===== config.mk =====
export PLATFORM = sky130hd
export DESIGN_NAME = coding_golomb_coder
export DESIGN_NICKNAME = d
export VERILOG_FILES = /design/src/rtl/coding_pkg.sv /design/src/rtl/coding_golomb_split.sv /design/src/rtl/coding_golomb_coder.sv
export SDC_FILE = /design/constraint.sdc
export NUM_CORES = 1
export LEC_CHECK = 0
export BUFFER_PORTS_ARGS = -buffer_cell sky130_fd_sc_hd__buf_2
export CORE_AREA = 2 2 95 106
export CTS_BUF_LIST = sky130_fd_sc_hd__clkbuf_4 sky130_fd_sc_hd__clkbuf_8
export DETAILED_ROUTE_END_ITERATION = 7
export DIE_AREA = 0 0 97 108
export PLACE_DENSITY = 0.88
export SYNTH_ARGS = -nofsm -noshare
export SYNTH_HDL_FRONTEND = slang
export SYNTH_HIERARCHICAL = 1
export SYNTH_SLANG_ARGS = --single-unit

===== constraint.sdc =====
create_clock -name clk -period 6.2 [get_ports clk]
set_clock_uncertainty 0.05 [all_clocks]
set_input_delay 0.62 -clock clk [delete_from_list [all_inputs] [get_ports clk]]
set_output_delay 0.62 -clock clk [all_outputs]
set_load 0.01 [all_outputs]

===== src/rtl/coding_pkg.sv =====
// Shared definitions for the Golomb-Rice coding path: FSM state encoding and
// the parameter legality check used at elaboration.
package coding_pkg;

    typedef enum logic [0:0] {
        IDLE  = 1'b0,
        SPLIT = 1'b1
    } state_t;

    // A word must hold a full escape tail plus its terminating bit, and the length field must reach CODE_WIDTH.
    function automatic bit params_ok(input int unsigned data_width,
                                     input int unsigned code_width,
                                     input int unsigned bit_amt_width);
        longint unsigned span;
        span = longint'(1) << bit_amt_width;
        return (code_width >= data_width + 1) && (span > longint'(code_width));
    endfunction

endpackage


===== src/rtl/coding_golomb_split.sv =====
// Combinational Golomb-Rice split: maps (value, k) to a run of leading zeros
// and a right-aligned tail, switching to the escape form for large quotients.
module coding_golomb_split #(
    parameter int unsigned DATA_WIDTH = 16,
    parameter int unsigned K_WIDTH    = 5,
    parameter int unsigned LIMIT      = 32
) (
    input  logic [DATA_WIDTH-1:0]                  value,
    input  logic [K_WIDTH-1:0]                     k,
    output logic [$clog2(LIMIT+1)-1:0]             zeros,
    output logic [DATA_WIDTH:0]                    tail,
    output logic [$clog2(DATA_WIDTH+2)-1:0]        tail_len
);

    localparam int unsigned TAIL_W = DATA_WIDTH + 1;
    localparam int unsigned TLEN_W = $clog2(DATA_WIDTH + 2);
    localparam int unsigned ZERO_W = $clog2(LIMIT + 1);

    logic [TLEN_W-1:0]     k_sat;
    logic [DATA_WIDTH-1:0] quot;
    logic [TAIL_W-1:0]     unit;
    logic [TAIL_W-1:0]     rmd;

    always_comb begin
        k_sat    = (32'(k) > DATA_WIDTH) ? TLEN_W'(DATA_WIDTH) : TLEN_W'(k);
        quot     = value >> k_sat;
        unit     = TAIL_W'(1) << k_sat;
        rmd      = TAIL_W'(value) & (unit - TAIL_W'(1));
        zeros    = '0;
        tail     = '0;
        tail_len = '0;
        if (32'(quot) >= 32'(LIMIT)) begin
            // Escape: fixed-length zero run, then the raw value.
            zeros    = ZERO_W'(LIMIT);
            tail     = TAIL_W'(value);
            tail_len = TLEN_W'(DATA_WIDTH);
        end else begin
            zeros    = ZERO_W'(quot);
            tail     = unit | rmd;
            tail_len = k_sat + TLEN_W'(1);
        end
    end

endmodule


===== src/rtl/coding_golomb_coder.sv =====
// Golomb-Rice coder: emits right-aligned (code, length) words, splitting long
// zero prefixes over several words and stalling the input while it does so.
module coding_golomb_coder #(
    parameter int unsigned DATA_WIDTH    = 16,
    parameter int unsigned K_WIDTH       = 5,
    parameter int unsigned CODE_WIDTH    = 39,
    parameter int unsigned BIT_AMT_WIDTH = 6,
    parameter int unsigned LIMIT         = 32
) (
    input  logic                     clk,
    input  logic                     rst,
    input  logic [DATA_WIDTH-1:0]    input_value,
    input  logic [K_WIDTH-1:0]       input_k,
    input  logic                     input_last,
    input  logic                     input_valid,
    output logic                     input_ready,
    output logic [CODE_WIDTH-1:0]    output_code_data,
    output logic [BIT_AMT_WIDTH-1:0] output_length_data,
    output logic                     output_last,
    output logic                     output_valid,
    input  logic                     output_ready
);

    import coding_pkg::*;

    localparam int unsigned TAIL_W = DATA_WIDTH + 1;
    localparam int unsigned TLEN_W = $clog2(DATA_WIDTH + 2);
    localparam int unsigned ZERO_W = $clog2(LIMIT + 1);

    if (!params_ok(DATA_WIDTH, CODE_WIDTH, BIT_AMT_WIDTH)) begin : g_param_err
        $error("coding_golomb_coder: illegal DATA_WIDTH/CODE_WIDTH/BIT_AMT_WIDTH combination");
    end

    logic [ZERO_W-1:0] zeros;
    logic [TAIL_W-1:0] tail;
    logic [TLEN_W-1:0] tail_len;

    coding_golomb_split #(
        .DATA_WIDTH (DATA_WIDTH),
        .K_WIDTH    (K_WIDTH),
        .LIMIT      (LIMIT)
    ) u_split (
        .value    (input_value),
        .k        (input_k),
        .zeros    (zeros),
        .tail     (tail),
        .tail_len (tail_len)
    );

    state_t            state;
    logic [ZERO_W-1:0] rem;
    logic [TAIL_W-1:0] tail_q;
    logic [TLEN_W-1:0] tail_len_q;
    logic              last_q;

    logic        slot_free;
    logic        accept;
    logic [31:0] in_total;
    logic [31:0] in_chunk;
    logic        in_fits;
    logic [31:0] sp_total;
    logic [31:0] sp_chunk;
    logic        sp_fits;

    assign slot_free   = !output_valid || output_ready;
    assign input_ready = (state == IDLE) && slot_free && !rst;
    assign accept      = input_valid && input_ready;

    // Word sizing for a fresh sample and for the pending remainder.
    always_comb begin
        in_total = 32'(zeros) + 32'(tail_len);
        in_fits  = in_total <= CODE_WIDTH;
        in_chunk = (32'(zeros) < CODE_WIDTH) ? 32'(zeros) : CODE_WIDTH;
        sp_total = 32'(rem) + 32'(tail_len_q);
        sp_fits  = sp_total <= CODE_WIDTH;
        sp_chunk = (32'(rem) < CODE_WIDTH) ? 32'(rem) : CODE_WIDTH;
    end

    always_ff @(posedge clk) begin
        if (rst) begin
            state              <= IDLE;
            output_valid       <= 1'b0;
            output_code_data   <= '0;
            output_length_data <= '0;
            output_last        <= 1'b0;
            rem                <= '0;
            tail_q             <= '0;
            tail_len_q         <= '0;
            last_q             <= 1'b0;
        end else begin
            if (output_valid && output_ready) begin
                output_valid <= 1'b0;
            end
            case (state)
                IDLE: begin
                    if (accept) begin
                        output_valid <= 1'b1;
                        if (in_fits) begin
                            output_code_data   <= CODE_WIDTH'(tail);
                            output_length_data <= BIT_AMT_WIDTH'(in_total);
                            output_last        <= input_last;
                        end else begin
                            output_code_data   <= '0;
                            output_length_data <= BIT_AMT_WIDTH'(in_chunk);
                            output_last        <= 1'b0;
                            rem                <= ZERO_W'(32'(zeros) - in_chunk);
                            tail_q             <= tail;
                            tail_len_q         <= tail_len;
                            last_q             <= input_last;
                            state              <= SPLIT;
                        end
                    end
                end
                SPLIT: begin
                    if (slot_free) begin
                        output_valid <= 1'b1;
                        if (sp_fits) begin
                            output_code_data   <= CODE_WIDTH'(tail_q);
                            output_length_data <= BIT_AMT_WIDTH'(sp_total);
                            output_last        <= last_q;
                            state              <= IDLE;
                        end else begin
                            output_code_data   <= '0;
                            output_length_data <= BIT_AMT_WIDTH'(sp_chunk);
                            output_last        <= 1'b0;
                            rem                <= ZERO_W'(32'(rem) - sp_chunk);
                        end
                    end
                end
                default: state <= IDLE;
            endcase
        end
    end

endmodule


# == After elaboration in Yosys (flattened, before gate mapping) ==
# Index checks and enable logic that the tools add are counted.
# classes
n_addsub,6
magnitude_cmp,6
eq_ne,4
n_shift,2
mux,35
bitwise_logic,4
reduce_logical,10
# ops
cell,count
two-way mux 39 bit,2
one-hot mux 39 bit (2 select lines),1
two-way mux 6 bit,11
two-way mux 17 bit,3
one-hot mux 6 bit (2 select lines),2
AND 16 x 17 -> 17 bit,1
bitwise OR 17 bit,1
left shift 1 x 5 -> 17 bit (first input constant),1
subtractor 17 x 1 -> 17 bit (second input constant),1
>= comparator 16 x 6 -> 1 bit (second input constant),1
right shift 16 x 5 -> 16 bit,1
adder 6 x 5 -> 7 bit,2
<= comparator 7 x 6 -> 1 bit (second input constant),2
< comparator 6 bit (second input constant),2
subtractor 6 bit,2
two-way mux 1 bit,11
two-way mux 5 bit,2
!= test 2 bit (second input constant),3
one-hot mux 1 bit (2 select lines),3
adder 5 x 1 -> 5 bit (second input constant),1
greater-than comparator 5 bit (second input constant),1
logical AND 1 bit,4
AND reduction 4 bit,1
AND reduction 3 bit,1
5 further kinds,7
# word_totals
reg_bits,77
input_bits,26
output_inout_bits,48
word_cells,76

# == Depth between registers and ports, before layout ==
# depth
word_depth,11
mapped_depth,20
mapped_depth_nobuf,15

# == Modules after synthesis ==
# Netlist, hierarchy kept.
# modules_own_cells
mod,n_inst,cells_per_inst,area_per_inst_um2,seq_area_each_um2
coding_golomb_coder,1,424,3388.2,1101.1
coding_golomb_split,1,243,1674.1,0.0

# == Worst setup path after synthesis ==
# Ideal clock, no wire load.
# synth_path
path_type,input-to-reg
from,in input_k[1]
to,reg output_length_data[2]
setup_time_ns,0.122
arrival_ns,5.332
required_time_ns,6.028
path_slack_ns,0.696
stages,16
path_buffers,3
path_cell_list,buf_2 -> or3b_2 -> clkbuf_1 -> o22ai_1 -> a221oi_1 -> o41a_1 -> or3_4 -> buf_6 -> a2111oi_2 -> ha_1 -> and3_1 -> or3_1 -> a2111o_1 -> a22oi_1 -> mux2_1 -> a221o_1
# synth_via
elab_chain_cells,10
elab_cells_between_ends,14
cone_classes,2 x add/sub; 4 x order compare; 1 x shift; 7 x mux
# synth_rtl
element,line,text
start: declaration,coding_golomb_coder.sv:13,"input logic [K_WIDTH-1:0] input_k,"
greater-than comparator 5 bit,coding_golomb_split.sv:25,k_sat = (32'(k) > DATA_WIDTH) ? TLEN_W'(DATA_WIDTH) : TLEN_W'(k);
two-way mux 5 bit (*),coding_golomb_split.sv:25,
right shift 16 x 5 -> 16 bit (*),coding_golomb_split.sv:26,quot = value >> k_sat;
>= comparator 16 x 6 -> 1 bit,coding_golomb_split.sv:32,if (32'(quot) >= 32'(LIMIT)) begin
two-way mux 6 bit (*),coding_golomb_split.sv:32,
net zeros[1],coding_golomb_coder.sv:34,logic [ZERO_W-1:0] zeros;
adder 6 x 5 -> 7 bit or < comparator 6 bit (tied branches),"coding_golomb_coder.sv:71, coding_golomb_coder.sv:73",
<= comparator 7 x 6 -> 1 bit or two-way mux 6 bit (tied branches),"coding_golomb_coder.sv:72, coding_golomb_coder.sv:73",
two-way mux 6 bit (*),coding_golomb_coder.sv:98,if (in_fits) begin
two-way mux 6 bit (*),coding_golomb_coder.sv:96,if (accept) begin
one-hot mux 6 bit (2 select lines) (*),coding_golomb_coder.sv:94,case (state)
end signal: assignment,coding_golomb_coder.sv:100,output_length_data <= BIT_AMT_WIDTH'(in_total);
end signal: assignment,coding_golomb_coder.sv:104,output_length_data <= BIT_AMT_WIDTH'(in_chunk);
end signal: assignment,coding_golomb_coder.sv:119,output_length_data <= BIT_AMT_WIDTH'(sp_total);
end: declaration,coding_golomb_coder.sv:18,"output logic [BIT_AMT_WIDTH-1:0] output_length_data,"
# The timed path passes the listed nets; every way through them passes the cells marked *. The select of a mux whose other input is x is not followed.
# A chain may end at the register's enable or synchronous reset.

# == Worst setup path in the final report ==
# layout_path
from,in input_k[1]
to,reg rem[4]
# layout_via
elab_chain_cells,11
elab_cells_between_ends,17
cone_classes,3 x add/sub; 4 x order compare; 1 x eq/ne; 1 x shift; 7 x mux; 1 x reduce/logical
# layout_rtl
element,line,text
greater-than comparator 5 bit,coding_golomb_split.sv:25,
two-way mux 5 bit (*),coding_golomb_split.sv:25,
right shift 16 x 5 -> 16 bit (*),coding_golomb_split.sv:26,
>= comparator 16 x 6 -> 1 bit,coding_golomb_split.sv:32,
two-way mux 6 bit (*),coding_golomb_split.sv:32,
net zeros[2],coding_golomb_coder.sv:34,
< comparator 6 bit,coding_golomb_coder.sv:73,in_chunk = (32'(zeros) < CODE_WIDTH) ? 32'(zeros) : CODE_WIDTH;
two-way mux 6 bit,coding_golomb_coder.sv:73,
subtractor 6 bit,coding_golomb_coder.sv:106,rem <= ZERO_W'(32'(zeros) - in_chunk);
two-way mux 6 bit,coding_golomb_coder.sv:98,
two-way mux 6 bit,coding_golomb_coder.sv:96,
one-hot mux 6 bit (2 select lines),coding_golomb_coder.sv:94,
end signal: assignment,coding_golomb_coder.sv:106,
end signal: assignment,coding_golomb_coder.sv:126,rem <= ZERO_W'(32'(rem) - sp_chunk);
end: declaration,coding_golomb_coder.sv:51,logic [ZERO_W-1:0] rem;
# Marks and branches as above.

==> results.ini <==
[clock_tree]
root_buffer=clkbuf_8
cts-resized-gates=0
clkLatencyLatePin_ns=0.32
cts_tree=built
clock_path_buffers=2
cts_setup_buffers=0
numCtsBuffers=5
path_clk_slew_ns=0.11
clock_sinks=55
cts_hold_repair.buffers=0
h-tree-depth=2

[grt]
antenna_found_initial=0
grt_pass1_vias=4877
grt.total_usage_pct=28.3
grt_pass1_wl_mm=24.5
grt_max_degree=53
grt_overflow=0

[worst_setup_path]
cp_top_family=simple AND/OR/NAND/NOR gates
r2r-end=rem[3]
path_class=input pin to flop
cp_num_cells=15
r2r_setup_slack_ns=2.78
crit_required_ns=6.40
rr_startpoint=rem[0]
cp.buffers_inverters=2
cp_slowest_cell=nor2b_1
path_max_fanout=24
cp-endpoint=rem[4]
end_kind=flop
worstSetupStartpointType=input pin
cp-startpoint=input_k[1]
max_stage_delay_ns=0.77
critPathArrivalTime_ns=5.80
rr_worst_depth=9
cp_cell_sequence=buf_2, nor2b_1, and2_1, a221oi_1, o41a_1, or3_4, a2111oi_2, ha_1, and3_1, or3_1, a2111o_1, a221oi_2, buf_4, a211o_1, mux2i_1

[sta]
rsz0062_at_grt=no
tns_ns=0
slew_violations=0
min_period_ns=5.60
worst_pin_slew_ns=1.10
setup_viol=0
finalHoldViolations=0
fmax_mhz=179
relSlewSlack_pct=26.5
min_period_over_period_pct=90.3

[layout]
final_core_util_pct=57.5
final_net_count=731
drive_gt1_share_pct=16.1
area_growth_pct=5.73
fin_area_um2=5350
antenna_cells=0

[place]
place_area_um2=5260
dp_hpwl_mm=11.1
portBuffers=51
globalplace.congestion=1.03

[synthesis]
synthArstFlopShare_pct=0
synth_edf_count=0
synth-seq-cells=55
ys_types=87
synth_cells=667
yosysWarnings=6
syn_avg_cell_area_um2=7.59
synth_ff_type=dfxtp_1
syn_area_um2=5060
synth_seq_area_share_pct=21.7

[routing]
drc=0
wirelength_mm=15.5
viasPerCell=6.69
first_pass_iters=5
wl_per_cell_um=19.2
ant_nets=0
drt_iter0_drc=697
vias=5390

[floorplan]
die_h_um=108
num_rows=37
io_pins=74
initial_core_util_pct=54.4
fp.dieW_um=97
core-area_um2=9310
die-area_um2=10500

[run_status]
outcome=finished, final reports clean

[worst_hold_path]
hold_path_class=flop to flop

[power_and_ir_drop]
vdd_drop_max_mv=0.102
p_leak_nw=2.08
power_density_nw_per_um2=174
total_power_mw=0.932

[flow_run]
cap_violations=0

-- state kept, by name, summed over array words and instances, names as in the netlist --
name,cells
output_last,1
tail_len_q,5
rem,6
state,1
output_length_data,6
output_valid,1
last_q,1
tail_q,17
output_code_data,17
-- where the power goes --
part	internal, mW	switching, mW
sequential	0.376	0.0138
clock	0.0819	0.128
combinational	0.119	0.213
-- routing by layer --
metal  wire, µm  vias to the layer above  track usage, %  share of wire, %
met3       1180                       44            4.27               7.6
met4        459                        0            10.2               3.0
met5          0                        -               0                 0
met2       7610                      287            49.4                49
li1           -                     2518               -                 -
met1       6220                     2541            35.7                40
-- cell usage after synthesis, types with 5 or more instances --
cell | instances | share of area (%)
clkbuf_1 | 32 | 2.4
o21a_1 | 7 | 1.0
buf_2 | 7 | 0.69
nand3_1 | 53 | 5.2
a311oi_1 | 22 | 3.8
and3_1 | 8 | 0.99
or3b_2 | 5 | 0.87
a211oi_1 | 15 | 2.2
nand2_1 | 56 | 4.2
nor3_1 | 9 | 0.89
o21ai_1 | 20 | 2.0
nand4_1 | 7 | 0.87
o31ai_1 | 7 | 1.0
a21oi_1 | 49 | 4.8
a221o_1 | 5 | 0.99
nor2_1 | 46 | 3.4
ha_1 | 15 | 3.7
mux2i_1 | 13 | 2.6
buf_4 | 25 | 3.7
or3_1 | 7 | 0.87
mux4_2 | 6 | 2.7
o22ai_1 | 6 | 0.74
a31oi_1 | 5 | 0.62
o21ai_0 | 20 | 2.0
nand2b_1 | 11 | 1.4
inv_1 | 23 | 1.7
buf_1 | 8 | 0.59
nor2b_1 | 8 | 0.99
o211ai_1 | 5 | 0.74
dfxtp_1 | 55 | 22
-- worst min path at each step --
stage | from | endpoint | slack [ns] | depth (start not counted)
2_1_floorplan | tail_len_q[2] | tail_len_q[2] | 0.41 | 2
3_3_place_gp | tail_q[3] | tail_q[3] | 0.42 | 2
3_5_place_dp | tail_q[6] | tail_q[6] | 0.42 | 2
4_1_cts | tail_q[1] | tail_q[1] | 0.44 | 2
5_1_grt | tail_q[14] | output_code_data[14] | 0.46 | 2
6_report | tail_q[1] | tail_q[1] | 0.44 | 2
-- layout by cell type (no fill, tap or decap), types with 6 or more instances in the layout --
| master | count |
|---|---|
| a211oi_1 | 15 |
| a21oi_1 | 49 |
| a311oi_1 | 22 |
| and3_1 | 8 |
| buf_2 | 51 |
| buf_4 | 18 |
| conb_1 | 22 |
| dfxtp_1 | 55 |
| ha_1 | 15 |
| inv_1 | 23 |
| mux2i_1 | 13 |
| mux4_2 | 6 |
| nand2_1 | 56 |
| nand2b_1 | 11 |
| nand3_1 | 53 |
| nand4_1 | 7 |
| nor2_1 | 46 |
| nor2b_1 | 8 |
| nor3_1 | 9 |
| o21a_1 | 7 |
| o21ai_0 | 20 |
| o21ai_1 | 20 |
| o22ai_1 | 6 |
| o31ai_1 | 7 |
| or3_1 | 7 |
-- worst register-to-register path, delay by kind of cell (launching register included) --
kind	cells	cell delay (ns)
compound gates	4	1.85
fa+ha+maj	2	0.62
simple gates	2	0.30
flops	1	0.44
buf+inv	1	0.07
-- logic make-up (layout without fill, tap and decap cells) --
family / after synthesis / after routing / share of synthesized area (%)
XOR/XNOR: 6 / 6 / 1.04
AO/OA/AOI/OAI: 223 / 223 / 31.4
multiplexers: 26 / 26 / 6.87
other: 1 / 22 / 0.0741
adder cells (fa/ha/maj): 18 / 18 / 4.70
flip-flops: 55 / 55 / 21.7
buffers and inverters: 101 / 102 / 10.1
AND/OR/NAND/NOR: 237 / 237 / 24.0
-- cell type report --
type | instances | area [µm²]
Clock buffer | 5 | 68.8
Tap cell | 117 | 146
Sequential cell | 55 | 1100
Inverter | 25 | 93.8
Multi-Input combinational cell | 532 | 3530
Fill cell | 849 | 3950
Clock inverter | 3 | 23.8
Timing Repair Buffer | 69 | 390
-- metrics by stage --
stage,hold WS (ns),worst slack (ns),instances
finish,0.437,0.599,806
global route,0.464,0.320,806
CTS,0.438,0.696,806
detailed placement,0.423,0.372,798
global placement,0.415,0.532,798
floorplan,0.408,0.696,688
No activity file was read; power rests on OpenSTA's default activity.
